<file path="config.mk">
export PLATFORM = sky130hd
export DESIGN_NAME = multiplier4x4_top
export DESIGN_NICKNAME = d
export VERILOG_FILES = /design/src/rtl/mult4x4_pkg.sv /design/src/rtl/multiplier4x4_datapath.sv /design/src/rtl/multiplier4x4_top.sv /design/src/rtl/multiplier4x4_controller.sv
export SDC_FILE = /design/constraint.sdc
export NUM_CORES = 1
export LEC_CHECK = 0
export CAP_MARGIN = 20
export CORE_AREA = 2 2 67 56
export CTS_BUF_LIST = sky130_fd_sc_hd__clkbuf_16
export DETAILED_ROUTE_END_ITERATION = 7
export DIE_AREA = 0 0 69 58
export GPL_ROUTABILITY_DRIVEN = 0
export PLACE_DENSITY = 0.64
export SLEW_MARGIN = 20
export SYNTH_ARGS = -nofsm -noshare
export SYNTH_HDL_FRONTEND = slang
export SYNTH_SLANG_ARGS = --single-unit
</file>
<file path="constraint.sdc">
create_clock -name clk -period 5.9 [get_ports clk]
set_input_delay 1.18 -clock clk [delete_from_list [all_inputs] [get_ports clk]]
set_output_delay 1.18 -clock clk [all_outputs]
set_load 0.05 [all_outputs]
</file>
<file path="src/rtl/mult4x4_pkg.sv">
// rtl/mult4x4_pkg.sv - shared states, mux/shift encodings and 2x2 product helper for the 4x4 multiplier
package mult4x4_pkg;

    typedef enum logic [2:0] {
        IDLE  = 3'd0,
        PP_HH = 3'd1,
        PP_HL = 3'd2,
        PP_LH = 3'd3,
        PP_LL = 3'd4,
        DONE  = 3'd5
    } state_t;

    localparam logic [1:0] SHIFT_4 = 2'd0;
    localparam logic [1:0] SHIFT_2 = 2'd1;
    localparam logic [1:0] SHIFT_0 = 2'd2;

    localparam logic SEL_HI = 1'b0;
    localparam logic SEL_LO = 1'b1;

    // The shared 2x2 multiplier: largest product is 3*3 = 9, so 4 bits suffice.
    function automatic logic [3:0] mul2x2(input logic [1:0] x, input logic [1:0] y);
        return {2'b00, x} * {2'b00, y};
    endfunction

endpackage

</file>
<file path="src/rtl/multiplier4x4_datapath.sv">
// rtl/multiplier4x4_datapath.sv - operand registers, slice muxes, shared 2x2 multiplier and accumulator
module multiplier4x4_datapath
    import mult4x4_pkg::*;
(
    input  logic       clk,
    input  logic       rst,
    input  logic [3:0] a,
    input  logic [3:0] b,
    input  logic       ldA,
    input  logic       ldB,
    input  logic       selA,
    input  logic       selB,
    input  logic [1:0] shiftSel,
    input  logic       ldRes,
    input  logic       init0Res,
    output logic [7:0] res
);

    logic [3:0] a_q, b_q;
    logic [7:0] res_q, res_d;
    logic [1:0] slice_a, slice_b;
    logic [3:0] pp;
    logic [7:0] pp_shifted;

    always_comb begin
        slice_a = (selA == SEL_HI) ? a_q[3:2] : a_q[1:0];
        slice_b = (selB == SEL_HI) ? b_q[3:2] : b_q[1:0];
        pp      = mul2x2(slice_a, slice_b);
        case (shiftSel)
            SHIFT_4: pp_shifted = {pp, 4'b0000};
            SHIFT_2: pp_shifted = {2'b00, pp, 2'b00};
            default: pp_shifted = {4'b0000, pp};
        endcase
        // Clear wins over accumulate; the sum peaks at 0xE1 so no carry out is lost.
        if (init0Res) begin
            res_d = 8'h00;
        end else if (ldRes) begin
            res_d = res_q + pp_shifted;
        end else begin
            res_d = res_q;
        end
    end

    always_ff @(posedge clk or posedge rst) begin
        if (rst) begin
            a_q   <= 4'h0;
            b_q   <= 4'h0;
            res_q <= 8'h00;
        end else begin
            if (ldA) a_q <= a;
            if (ldB) b_q <= b;
            res_q <= res_d;
        end
    end

    assign res = res_q;

endmodule

</file>
<file path="src/rtl/multiplier4x4_top.sv">
// rtl/multiplier4x4_top.sv - 4x4 unsigned multiplier: controller plus datapath
module multiplier4x4_top
    import mult4x4_pkg::*;
(
    input  logic       clk,
    input  logic       rst,
    input  logic       start,
    input  logic       abort,
    input  logic [3:0] a,
    input  logic [3:0] b,
    output logic       ready,
    output logic       busy,
    output logic       done,
    output logic [7:0] res
);

    logic       ldA, ldB, selA, selB, ldRes, init0Res;
    logic [1:0] shiftSel;

    multiplier4x4_controller u_ctrl (
        .clk      (clk),
        .rst      (rst),
        .start    (start),
        .abort    (abort),
        .ready    (ready),
        .busy     (busy),
        .done     (done),
        .ldA      (ldA),
        .ldB      (ldB),
        .selA     (selA),
        .selB     (selB),
        .shiftSel (shiftSel),
        .ldRes    (ldRes),
        .init0Res (init0Res)
    );

    multiplier4x4_datapath u_dp (
        .clk      (clk),
        .rst      (rst),
        .a        (a),
        .b        (b),
        .ldA      (ldA),
        .ldB      (ldB),
        .selA     (selA),
        .selB     (selB),
        .shiftSel (shiftSel),
        .ldRes    (ldRes),
        .init0Res (init0Res),
        .res      (res)
    );

endmodule

</file>
<file path="src/rtl/multiplier4x4_controller.sv">
// rtl/multiplier4x4_controller.sv - sequencer stepping four 2-bit partial products through the datapath
module multiplier4x4_controller
    import mult4x4_pkg::*;
(
    input  logic       clk,
    input  logic       rst,
    input  logic       start,
    input  logic       abort,
    output logic       ready,
    output logic       busy,
    output logic       done,
    output logic       ldA,
    output logic       ldB,
    output logic       selA,
    output logic       selB,
    output logic [1:0] shiftSel,
    output logic       ldRes,
    output logic       init0Res
);

    state_t state_q, state_d;
    logic   accept;

    always_ff @(posedge clk or posedge rst) begin
        if (rst) begin
            state_q <= IDLE;
        end else begin
            state_q <= state_d;
        end
    end

    // Control is decoded from state alone; only the load/clear strobes also look at start.
    always_comb begin
        state_d  = state_q;
        busy     = 1'b0;
        done     = 1'b0;
        selA     = SEL_HI;
        selB     = SEL_HI;
        shiftSel = SHIFT_4;
        ldRes    = 1'b0;
        ready    = (state_q == IDLE) || (state_q == DONE);
        accept   = start & ready;

        case (state_q)
            IDLE: begin
                if (accept) state_d = PP_HH;
            end
            PP_HH: begin
                busy     = 1'b1;
                ldRes    = 1'b1;
                selA     = SEL_HI;
                selB     = SEL_HI;
                shiftSel = SHIFT_4;
                state_d  = abort ? IDLE : PP_HL;
            end
            PP_HL: begin
                busy     = 1'b1;
                ldRes    = 1'b1;
                selA     = SEL_HI;
                selB     = SEL_LO;
                shiftSel = SHIFT_2;
                state_d  = abort ? IDLE : PP_LH;
            end
            PP_LH: begin
                busy     = 1'b1;
                ldRes    = 1'b1;
                selA     = SEL_LO;
                selB     = SEL_HI;
                shiftSel = SHIFT_2;
                state_d  = abort ? IDLE : PP_LL;
            end
            PP_LL: begin
                busy     = 1'b1;
                ldRes    = 1'b1;
                selA     = SEL_LO;
                selB     = SEL_LO;
                shiftSel = SHIFT_0;
                state_d  = abort ? IDLE : DONE;
            end
            DONE: begin
                done    = 1'b1;
                state_d = accept ? PP_HH : IDLE;
            end
            default: begin
                state_d = IDLE;
            end
        endcase

        ldA      = accept;
        ldB      = accept;
        init0Res = accept;
    end

endmodule

</file>
==> flow_metrics.tcl, run 1 <==
set metrics [dict create \
    yosysMostFrequentCell "dfrtp_1" \
    grt_usage_pct 15.9 \
    multi_input_area_um2 902 \
    dieArea_um2 4000 \
    root_buffer "clkbuf_16" \
    yosysTopAreaCellShare_pct 32.9 \
    avgSynthCellArea_um2 9.96 \
    fmax_mhz 250 \
    grt_max_degree 23 \
    yosys.area.top_type "dfrtp_1" \
    drive_gt1_share_pct 17.0 \
    maxSlewHeadroom_pct 46.4 \
    hold_depth 2 \
    hold_viol_final 0 \
    tightest_slew_ns 0.804 \
    cts_setup_buffers 0 \
    io_pins 23 \
    coreArea_um2 3330 \
    hold_path_class "reg2reg" \
    r2r_start "u_ctrl.state_q[1]$_DFFE_PP0P_" \
    hold_start "u_dp.b_q[3]$_DFFE_PP0P_" \
    clk_path_buf_depth 2 \
    synth_nets 167 \
    setup_violations 0 \
    stdcell_count 207 \
    synth-edff-count 0 \
    syn_inst 145 \
    clk-insertion-delay-late_ns 0.25 \
    critical-path-top-delay-family "compound AO/OA/AOI/OAI gates" \
    maxSlewViolCount 0 \
    synth-seq-cells 19 \
    grt_pass1_wl_um 5060 \
    start_util_pct 43.4 \
    nets 188 \
    finalCritPeriodShare_pct 67.8 \
    first_pass_iters 4 \
    crit_path_max_fanout 18 \
    wl_per_cell_um 14.7 \
    maxCapViolations 0 \
    ys_types 51 \
    yosys-top-cells-area "dfrtp_1 33%, ha_1 7.8%, nand2_1 4.7%, mux2_2 4.7%, mux2i_1 3.5%" \
    critPathKind "reg2reg" \
    async_flop_share_pct 100 \
    yosys-top-cells-count "19 x dfrtp_1, 18 x nand2_1, 9 x ha_1" \
    cpPeakStageDelay_ns 0.86 \
    drtIter0Drc 27 \
    cts_max_level 1 \
    path_clk_slew_ns 0.06 \
    drc 0 \
    cts_hold_repair.buffers 0 \
    fill_cells 304 \
    hpwlAfterDp_um 2270 \
    critPathLaunchType "flip-flop" \
    cp-end-kind "flip-flop" \
    worstRegToRegCells 14 \
    cts_buffers 3 \
    antenna_found_initial 0 \
    yosys_warnings 0 \
    synthFlopType "dfrtp_1" \
    dp_cells 203 \
    synthToLayoutAreaGrowth_pct 21.1 \
    die_w_um 69 \
    path_cells "nor2_4 -> a221oi_1 -> nor2_1 -> a21oi_1 -> nor2_1 -> ha_1 -> ha_1 -> o221a_1 -> ha_1 -> a21o_1 -> a31o_2 -> a21oi_1 -> mux2i_1 -> mux2i_1" \
    wirelength_um 3030 \
    synth_area_um2 1440 \
    clock_sinks 19 \
    critPathBufInv 0 \
    rsz0062_at_grt "no" \
    post_cts.resized_instances 0 \
    antennaDiodeCount 0 \
    period_needed_ns 4.00 \
    outcome "completed" \
    port_buffers 22 \
    tns_ns 0 \
    finish.utilization_pct 52.6 \
    num_vias 1137 \
    vias_per_cell 5.49 \
    core.rowCount 19 \
    fin_skew_ns 0.00112 \
    ys_seq_area_share_pct 32.9 \
    cp_data_required_time_ns 6.08 \
    first_global_vias 1081 \
    fp.dieH_um 58 \
    antenna_left 0 \
    arrival_ns 4.17 \
    r2r_slack_ns 1.90 \
    grt-ovfl-total 0 \
    r2r_end "u_dp.res[7]$_DFFE_PP0P_" \
    slowest_stage "dfrtp_1" \
    hold_path_end "u_dp.b_q[3]$_DFFE_PP0P_" \
    crit_path_frequent_cell "ha_1" \
    seqCellArea_um2 475 \
    cts_tree "yes" \
]
## worst max path at each step
| stage | from | endpoint | slack [ns] | cells past startpoint |
|---|---|---|---|---|
| 6_report | u_ctrl.state_q[1]$_DFFE_PP0P_ | u_dp.res[7]$_DFFE_PP0P_ | 1.90 | 14 |
| 5_1_grt | u_ctrl.state_q[1]$_DFFE_PP0P_ | u_dp.res[7]$_DFFE_PP0P_ | 1.66 | 14 |
| 4_1_cts | u_ctrl.state_q[1]$_DFFE_PP0P_ | u_dp.res[7]$_DFFE_PP0P_ | 1.91 | 14 |
| 3_5_place_dp | u_ctrl.state_q[1]$_DFFE_PP0P_ | u_dp.res[7]$_DFFE_PP0P_ | 1.92 | 14 |
| 3_3_place_gp | u_ctrl.state_q[1]$_DFFE_PP0P_ | u_dp.res[7]$_DFFE_PP0P_ | 2.04 | 13 |
| 2_1_floorplan | u_ctrl.state_q[1]$_DFFE_PP0P_ | u_dp.res[7]$_DFFE_PP0P_ | 2.59 | 15 |
## through the flow
stage	setup slack, ns	hold WS (ns)	cell area [um2]
6_report	1.90	0.473	1750
5_1_grt	1.66	0.517	1750
4_1_cts	1.91	0.480	1750
3_5_place_dp	1.92	0.466	1670
3_3_place_gp	2.04	0.463	1670
2_1_floorplan	2.59	0.445	1440
## final cells by class
class | count | share of cell area, %
clock buffer | 3 | 4.29
multi-input combinational | 115 | 51.6
timing repair buffer | 22 | 12.6
sequential | 19 | 27.2
tap | 42 | 3.00
clock inverter | 1 | 0.286
inverter | 5 | 1.07
## layout by cell type, fill, tap and decap left out, types with 2 or more instances in the layout
cell type,n
clkdlybuf4s50_1,22
dfrtp_1,19
nand2_1,18
ha_1,9
nor2_1,8
a21oi_1,7
mux2_2,6
nand3_1,5
mux2i_1,5
o21ai_0,5
xnor2_1,4
o21ai_1,4
inv_1,3
a21o_1,3
clkbuf_16,3
inv_2,2
nand2_2,2
a31oi_1,2
nand3b_1,2
nand2b_4,2
nor3_1,2
and3_1,2
a32o_1,2
## kinds of logic (layout without fill, tap and decap cells)
kind of cell / Yosys count / in the layout / share of synthesized area, %
AND/OR/NAND/NOR: 49 / 49 / 18.8
AO/OA/AOI/OAI: 37 / 37 / 19.3
flip-flops: 19 / 19 / 32.9
multiplexers: 12 / 12 / 9.10
buffers and inverters: 11 / 31 / 4.59
adder cells (fa/ha/maj): 10 / 10 / 9.19
XOR/XNOR: 7 / 7 / 6.07
## flip-flops by register name, indices dropped and copies added, names as in the netlist
signal          count
u_ctrl.state_q      3
u_dp.b_q            4
u_dp.res            8
u_dp.a_q            4
## worst min-delay path: stages, from the launching register on
cell     delay, ns
dfrtp_1       0.34
nand2_1       0.05
nand2_1       0.05
## per-layer routing
layer	track usage, %	part of all wire (%)
met1	20.9	48
met2	26.8	47
met3	2.26	3.3
met4	6.72	1.5
met5	0	0
Power of run 1 is not shown: default switching activity piles up to over one toggle a cycle in this logic, so the estimate is an artifact.
==> inputs of run 2 (changes only) <==
==> constraint.sdc (replaced) <==
create_clock -name clk -period 3.89 [get_ports clk]
set_input_delay 0.778 -clock clk [delete_from_list [all_inputs] [get_ports clk]]
set_output_delay 0.778 -clock clk [all_outputs]
set_load 0.05 [all_outputs]
==> run 2 against run 1 <==
Flip-flop and latch count unchanged. Global-route usage increased by 0.59 points. Final cell count increased by 1.4%. Design area increased by 1.4%. Largest cell class unchanged. Via count increased by 3.1%.
==> flow_metrics.tcl, run 2 (same netlist as run 1, synthesis figures left out) <==
set metrics [dict create \
    clock_sinks 19 \
    clk_path_buf_depth 2 \
    setup_violations 0 \
    num_vias 1172 \
    arrival_ns 3.84 \
    grt_pass1_wl_um 5280 \
    final_cell_mix "22 x clkdlybuf4s50_1, 18 x nand2_1, 17 x dfrtp_1, 9 x ha_1, 8 x nor2_1" \
    nets 191 \
    maxCapViolations 0 \
    antenna_left 0 \
    io_pins 23 \
    start_util_pct 43.4 \
    die_w_um 69 \
    drc 0 \
    largest_reg_flops 8 \
    cts_max_level 1 \
    finalCritPeriodShare_pct 94.2 \
    cts_buffers 3 \
    cts_tree "yes" \
    maxSlewHeadroom_pct 49.5 \
    path_clk_slew_ns 0.06 \
    antennaDiodeCount 0 \
    synthToLayoutAreaGrowth_pct 22.9 \
    antenna_found_initial 0 \
    drive_gt1_share_pct 19.6 \
    critPathLaunchType "flip-flop" \
    tightest_slew_ns 0.756 \
    final_common_cell "clkdlybuf4s50_1" \
    port_buffers 22 \
    grt-ovfl-total 0 \
    crit_path_frequent_cell "ha_1" \
    hpwlAfterDp_um 2380 \
    root_buffer "clkbuf_16" \
    maxSlewViolCount 0 \
    critPathBufInv 0 \
    cp_data_required_time_ns 4.06 \
    cpPeakStageDelay_ns 0.51 \
    grt_usage_pct 16.5 \
    period_needed_ns 3.66 \
    tns_ns 0 \
    first_global_vias 1108 \
    core.rowCount 19 \
    critical-path-top-delay-family "compound AO/OA/AOI/OAI gates" \
    vias_per_cell 5.58 \
    dieArea_um2 4000 \
    drtIter0Drc 83 \
    outcome "completed" \
    wl_per_cell_um 14.7 \
    fin_skew_ns 0.00151 \
    slowest_stage "dfrtp_2" \
    fmax_mhz 273 \
    cts_hold_repair.buffers 0 \
    clk-insertion-delay-late_ns 0.25 \
    cts_setup_buffers 0 \
    critPathKind "reg2reg" \
    wirelength_um 3090 \
    path_cells "nand2b_4 -> a21oi_4 -> mux2i_2 -> nor2_1 -> ha_1 -> ha_1 -> o221a_1 -> ha_1 -> a21o_1 -> a31o_2 -> a21oi_1 -> mux2i_1 -> mux2i_1" \
    coreArea_um2 3330 \
    hold_viol_final 0 \
    rsz0062_at_grt "no" \
    cp-end-kind "flip-flop" \
    grt_max_degree 20 \
    fp.dieH_um 58 \
    first_pass_iters 5 \
    hold_path_class "reg2reg" \
    post_cts.resized_instances 0 \
    crit_path_max_fanout 13 \
]
==> run 2: cell count changes in the layout (fill, tap and decap cells not counted) <==
cell and delta:
dfrtp_2 +2, buf_4 +3, dfrtp_1 -2
==> run 2: metal layers <==
| layer | global-route usage (%) | wire length (um) |
|---|---|---|
| met1 | 22.8 | 1440 |
| met2 | 26.2 | 1460 |
| met3 | 3.83 | 132 |
| met4 | 5.04 | 55 |
| met5 | 0 | 0 |
==> run 2: final timing paths <==
check,startpoint,cells after the start,end,slack [ns]
max,u_ctrl.state_q[2]$_DFFE_PP0P_,13,u_dp.res[7]$_DFFE_PP0P_,0.23
min,u_dp.res[7]$_DFFE_PP0P_,1,u_dp.res[7]$_DFFE_PP0P_,0.48
max reg2reg,u_ctrl.state_q[2]$_DFFE_PP0P_,13,u_dp.res[7]$_DFFE_PP0P_,0.23
min reg2reg,u_dp.res[7]$_DFFE_PP0P_,1,u_dp.res[7]$_DFFE_PP0P_,0.48
max in group asynchronous,rst,2,u_ctrl.state_q[2]$_DFFE_PP0P_,2.41
min in group asynchronous,rst,2,u_dp.res[0]$_DFFE_PP0P_,0.96
==> run 2: cell type report <==
type,count,area [um2]
inverter,5,18.8
fill,303,1550
tap,42,52.6
timing repair buffer,25,243
sequential,19,478
clock buffer,3,75.1
clock inverter,1,5.00
multi-input combinational,115,902
==> run 2: through the flow <==
step	utilization (%)	setup slack (ns)	hold WS, ns	std cells	cell area (um2)
4_1_cts	53.2	0.0668	0.484	210	1770
2_1_floorplan	-	0.584	0.445	145	1440
5_1_grt	53.3	0.0174	0.503	210	1770
6_report	53.3	0.226	0.480	210	1770
3_5_place_dp	50.8	0.0809	0.471	206	1690
3_3_place_gp	50.8	0.218	0.461	206	1690
Power of run 2 is left out for the same reason.
